[config.mk]
export PLATFORM = sky130hd
export DESIGN_NAME = periph_bus
export DESIGN_NICKNAME = d
export VERILOG_FILES = /design/src/rtl/periph_bus.sv
export SDC_FILE = /design/constraint.sdc
export NUM_CORES = 1
export LEC_CHECK = 0
export CAP_MARGIN = 20
export CORE_ASPECT_RATIO = 0.5
export CORE_MARGIN = 2
export CORE_UTILIZATION = 46
export CTS_CLUSTER_SIZE = 25
export DETAILED_ROUTE_END_ITERATION = 8
export PLACE_DENSITY = 0.85
export SLEW_MARGIN = 20
export SYNTH_ARGS = -nofsm -noshare
export SYNTH_HDL_FRONTEND = slang
export SYNTH_SLANG_ARGS = --single-unit
[constraint.sdc]
create_clock -name clk -period 3.9 [get_ports clk]
set_clock_uncertainty 0.05 [all_clocks]
set_input_delay 0.39 -clock clk [delete_from_list [all_inputs] [get_ports clk]]
set_output_delay 0.39 -clock clk [all_outputs]
set_load 0.05 [all_outputs]
[src/rtl/periph_bus.sv]
// Single-master request router to RAM, UART and timer windows.
// Requests are forwarded as one-cycle pulses; responses, decode misses and slave timeouts return as registered pulses.
module periph_bus #(
    parameter logic [31:0] RAM_BASE   = 32'h0000_0000,
    parameter logic [31:0] RAM_SIZE   = 32'h0010_0000,
    parameter logic [31:0] UART_BASE  = 32'h1000_0000,
    parameter logic [31:0] UART_SIZE  = 32'h0000_0010,
    parameter logic [31:0] TIMER_BASE = 32'h2000_0000,
    parameter logic [31:0] TIMER_SIZE = 32'h0000_0010,
    parameter int          TIMEOUT    = 16
) (
    input  logic        clk,
    input  logic        rst,
    input  logic        mem_valid,
    input  logic        mem_instr,
    input  logic [31:0] mem_addr,
    input  logic [31:0] mem_wdata,
    input  logic [3:0]  mem_wstrb,
    output logic [31:0] mem_rdata,
    output logic        mem_ready,
    output logic        mem_error,
    output logic        ram_valid,
    output logic        ram_instr,
    output logic [31:0] ram_addr,
    output logic [31:0] ram_wdata,
    output logic [3:0]  ram_wstrb,
    input  logic [31:0] ram_rdata,
    input  logic        ram_ready,
    output logic        uart_valid,
    output logic        uart_instr,
    output logic [31:0] uart_addr,
    output logic [31:0] uart_wdata,
    output logic [3:0]  uart_wstrb,
    input  logic [31:0] uart_rdata,
    input  logic        uart_ready,
    output logic        timer_valid,
    output logic        timer_instr,
    output logic [31:0] timer_addr,
    output logic [31:0] timer_wdata,
    output logic [3:0]  timer_wstrb,
    input  logic [31:0] timer_rdata,
    input  logic        timer_ready
);

    localparam int CNT_W = $clog2(TIMEOUT + 1);

    typedef enum logic {ST_IDLE, ST_WAIT} state_t;
    typedef enum logic [1:0] {SEL_RAM, SEL_UART, SEL_TIMER} sel_t;

    state_t           state, state_d;
    sel_t             sel, sel_d, dec_sel;
    logic [CNT_W-1:0] cnt, cnt_d;
    logic             hit_any, accept, miss, done_ok, done_to;
    logic             sel_ready;
    logic [31:0]      sel_rdata;

    // 33-bit compare so a window ending at 2^32 never wraps to match low addresses
    function automatic logic in_window(input logic [31:0] addr,
                                       input logic [31:0] base,
                                       input logic [31:0] size);
        logic [32:0] a, lo, hi;
        a  = {1'b0, addr};
        lo = {1'b0, base};
        hi = lo + {1'b0, size};
        return (a >= lo) && (a < hi);
    endfunction

    always_comb begin
        dec_sel = SEL_RAM;
        hit_any = 1'b1;
        if (in_window(mem_addr, TIMER_BASE, TIMER_SIZE))
            dec_sel = SEL_TIMER;
        else if (in_window(mem_addr, UART_BASE, UART_SIZE))
            dec_sel = SEL_UART;
        else if (!in_window(mem_addr, RAM_BASE, RAM_SIZE))
            hit_any = 1'b0;
    end

    always_comb begin
        case (sel)
            SEL_UART:  begin sel_ready = uart_ready;  sel_rdata = uart_rdata;  end
            SEL_TIMER: begin sel_ready = timer_ready; sel_rdata = timer_rdata; end
            default:   begin sel_ready = ram_ready;   sel_rdata = ram_rdata;   end
        endcase
    end

    always_ff @(posedge clk) begin
        if (!rst) begin
            state <= ST_IDLE;
            sel   <= SEL_RAM;
            cnt   <= '0;
        end else begin
            state <= state_d;
            sel   <= sel_d;
            cnt   <= cnt_d;
        end
    end

    // cnt is 0 while the slave valid pulse is out, so readiness is only honoured from V+1
    always_comb begin
        state_d = state;
        sel_d   = sel;
        cnt_d   = cnt;
        accept  = 1'b0;
        miss    = 1'b0;
        done_ok = 1'b0;
        done_to = 1'b0;
        case (state)
            ST_IDLE: begin
                if (mem_valid) begin
                    if (hit_any) begin
                        accept  = 1'b1;
                        sel_d   = dec_sel;
                        cnt_d   = '0;
                        state_d = ST_WAIT;
                    end else begin
                        miss = 1'b1;
                    end
                end
            end
            ST_WAIT: begin
                if (cnt != '0 && sel_ready) begin
                    done_ok = 1'b1;
                    state_d = ST_IDLE;
                end else if (cnt == CNT_W'(TIMEOUT)) begin
                    done_to = 1'b1;
                    state_d = ST_IDLE;
                end else begin
                    cnt_d = cnt + 1'b1;
                end
            end
            default: state_d = ST_IDLE;
        endcase
    end

    always_ff @(posedge clk) begin
        if (!rst) begin
            mem_rdata   <= '0;
            mem_ready   <= 1'b0;
            mem_error   <= 1'b0;
            ram_valid   <= 1'b0;
            ram_instr   <= 1'b0;
            ram_addr    <= '0;
            ram_wdata   <= '0;
            ram_wstrb   <= '0;
            uart_valid  <= 1'b0;
            uart_instr  <= 1'b0;
            uart_addr   <= '0;
            uart_wdata  <= '0;
            uart_wstrb  <= '0;
            timer_valid <= 1'b0;
            timer_instr <= 1'b0;
            timer_addr  <= '0;
            timer_wdata <= '0;
            timer_wstrb <= '0;
        end else begin
            mem_ready <= miss | done_ok | done_to;
            mem_error <= miss | done_to;
            if (miss || done_to)
                mem_rdata <= '0;
            else if (done_ok)
                mem_rdata <= sel_rdata;

            ram_valid   <= accept && (dec_sel == SEL_RAM);
            uart_valid  <= accept && (dec_sel == SEL_UART);
            timer_valid <= accept && (dec_sel == SEL_TIMER);

            if (accept && dec_sel == SEL_RAM) begin
                ram_instr <= mem_instr;
                ram_addr  <= mem_addr - RAM_BASE;
                ram_wdata <= mem_wdata;
                ram_wstrb <= mem_wstrb;
            end
            if (accept && dec_sel == SEL_UART) begin
                uart_instr <= mem_instr;
                uart_addr  <= mem_addr - UART_BASE;
                uart_wdata <= mem_wdata;
                uart_wstrb <= mem_wstrb;
            end
            if (accept && dec_sel == SEL_TIMER) begin
                timer_instr <= mem_instr;
                timer_addr  <= mem_addr - TIMER_BASE;
                timer_wdata <= mem_wdata;
                timer_wstrb <= mem_wstrb;
            end
        end
    end

endmodule

==> results.py <==
metrics = {
    "outcome": {
        "status": "finished, final reports clean",
    },
    "layout": {
        "final_cell_mix": "clkdlybuf4s50_1 (413), nand2_1 (320), dfxtp_1 (252)",
        "multi_input_area_mm2": 0.00449,
        "area_delta_synth_final_pct": 51.2,
        "fillerInstances": 1545,
        "ff_latch_area_mm2": 0.00504,
        "finish.utilization_pct": 71.9,
        "layout-drive-gt1-share_pct": 4.05,
        "mostFrequentLayoutCell": "clkdlybuf4s50_1",
        "n_antenna_cell": 0,
        "design_area_mm2": 0.0150,
        "fin_cells": 1821,
        "layout.nets": 1698,
    },
    "floorplanning": {
        "num_io_pins": 415,
        "core_mm2": 0.0209,
        "die_y_um": 108,
        "rows": 37,
        "start_util_pct": 47.6,
        "die_area_mm2": 0.0229,
        "die_w_um": 212,
    },
    "worst_setup_path": {
        "crit_fanout": 33,
        "crit_path_cell_trace": "inv_1 > ha_2 > inv_1 > o21ai_0 > nand4_1 > nand2_1 > a31o_2 > nor2_1",
        "critical_path_class": "reg -> reg",
        "crit_path_end_kind": "flop",
        "cp-start-kind": "flop",
        "path_delay_family": "compound AO/OA/AOI/OAI gates",
        "slowest_delay_ps": 630,
        "worst-path-buf-inv": 2,
        "cp.arrival_ps": 3430,
        "slowest_stage": "o21ai_0",
        "required_ps": 4210,
        "crit_path_frequent_cell": "inv_1",
    },
    "flow_run": {
        "maxCapViolCount": 0,
    },
    "synthesis": {
        "ys_seq_area_share_pct": 50.8,
        "synth_compound_area_share_pct": 13.5,
        "muxShareOfSynthArea_pct": 11.7,
        "synthFlopType": "dfxtp_1",
        "syn-cell-area_mm2": 0.00993,
        "synth_edf_count": 0,
        "yosys_warnings": 0,
        "synth_adder_area_share_pct": 1.26,
        "synth.distinct_cells": 44,
        "synth_simple_gate_area_share_pct": 18.3,
        "synth_seq_cells": 252,
        "synth_fp_nets": 1333,
        "synth_xor_area_share_pct": 0.265,
        "syn_inst": 1152,
        "synth_top_family_by_area": "simple AND/OR/NAND/NOR gates",
        "syn_avg_cell_area_um2": 8.62,
        "async_reset_ff_share_pct": 0,
    },
    "detailed_routing": {
        "dr.pass1.iters": 5,
        "vias": 9768,
        "top_layer": "met4",
        "wl_met2_mm": 15.9,
        "wl_met3_mm": 1.84,
        "remaining_drc_errors": 0,
        "drt_iter0_drc": 704,
        "drt_wl_total_mm": 32.5,
        "wl_met1_mm": 13.1,
        "vias_per_cell": 5.36,
        "ant_nets": 0,
        "wl_per_cell_um": 17.8,
    },
    "clock_tree": {
        "clock_latency_ps": 500,
        "cts_buffer_depth": 3,
        "cts_buffers": 22,
        "cts_hold_buf": 0,
        "cts_tree": "yes",
        "cts_setup_buffers": 0,
        "cts_resized": 0,
        "path_clk_slew_ps": 70,
        "htree_levels": 1,
        "cts-root-buf": "clkbuf_16",
        "numClockSinks": 252,
    },
    "timing": {
        "worst_pin_slew_ps": 1010,
        "rsz0062_at_grt": "no",
        "post-route-period-util_pct": 80.0,
        "setup_viol": 0,
        "setup_tns_ps": 0,
        "period_minus_slack_ps": 3120,
        "finalHoldViolCount": 0,
        "report.final.slew_viol_count": 0,
        "relSlewSlack_pct": 32.7,
        "max_clock_freq_mhz": 321,
        "fin_ws_ps": 780,
    },
    "pwr": {
        "peakVddDrop_mv": 0.259,
        "p_leak_nw": 5.18,
        "p_per_area_mw_per_mm2": 349,
    },
    "place": {
        "place_inst": 1785,
        "place_area_mm2": 0.0143,
        "gp_routability_congestion": 0.893,
        "dp_hpwl_mm": 23.9,
        "place_ws_ps": 382,
        "port_buffers": 414,
    },
    "global_routing": {
        "first_global_vias": 9516,
        "grt_pass1_wl_mm": 49.6,
        "antenna_found_initial": 0,
        "grt_overflow": 0,
        "track_usage_pct": 27.1,
        "grt_start_max_net_pins": 109,
    },
    "min_path": {
        "hold_path_class": "reg -> reg",
    },
}
registers in the layout, summed over array words and instances (netlist names), 2 cells and up:
register	count
mem_rdata	32
ram_addr	32
ram_wdata	32
timer_addr	32
timer_wdata	32
uart_addr	32
uart_wdata	32
cnt	5
ram_wstrb	4
timer_wstrb	4
uart_wstrb	4
sel	2
worst register-to-register path: cells and delay by family (launching register included):
| family | cells | cell delay [ps] |
|---|---|---|
| flops | 1 | 410 |
| fa+ha+maj | 1 | 320 |
| compound gates | 2 | 1230 |
| simple gates | 3 | 560 |
| buf+inv | 2 | 420 |
path summary, 6_finish.rpt:
check	startpoint	to	slack (ps)	cells after the start
setup / recovery	sel[0]	mem_rdata[2]	780	8
hold / removal	timer_addr[22]	timer_addr[22]	400	2
setup reg to reg	sel[0]	mem_rdata[2]	780	8
hold reg to reg	timer_addr[22]	timer_addr[22]	400	2
power by group:
part           internal (W)  switching, W
logic              0.000226      0.000235
registers           0.00259    0.00000926
clock network       0.00124      0.000945
total               0.00405       0.00119
routing by layer:
metal	GRT usage, %	vias to the layer above
li1	-	4627
met2	47.5	365
met1	32.4	4665
met5	0	-
met3	4.99	111
met4	13.0	0
kinds of logic after synthesis:
group	after synthesis
AOI/OAI and AO/OA	220
DFF	252
buffers and inverters	100
xor gates and xnor gates	3
and+or+nand+nor	451
muxes	116
adders and majority gates	10
through the flow:
stage	total power, W	hold WS (ps)
after floorplan	0.00285	400
after global placement	0.00310	392
after detailed placement	0.00311	396
after CTS	0.00528	401
after global routing	0.00541	416
final	0.00524	404
final cells by class:
class / instances / share of cell area [%]
flip-flops and latches: 252 / 33.6
multi-input cells: 800 / 29.9
repair buffers: 431 / 29.0
clock buffers: 32 / 4.39
well taps: 292 / 2.43
clock inverters: 4 / 0.358
inverters: 10 / 0.250
synthesized netlist by cell type (all sizes together), types with 2 or more instances:
library cell	count	area [µm²]
nand4	5	31.3
a221o	33	330
and3	12	75.1
o21ai	49	249
nor4	6	37.5
a31oi	5	31.3
nand2b	4	25.0
dfxtp	252	5040
o211ai	2	15.0
a211oi	6	45.0
a21oi	115	576
mux2i	116	1160
o32ai	2	25.0
clkbuf	69	260
nand3b	2	15.0
xnor2	2	17.5
nand3	15	75.1
nand2	321	1200
nor2	74	278
inv	10	37.5
nor3	5	25.0
ha	10	125
buf	21	116
o21a	2	15.0
Note: power is estimated with default switching activity, not from simulation.
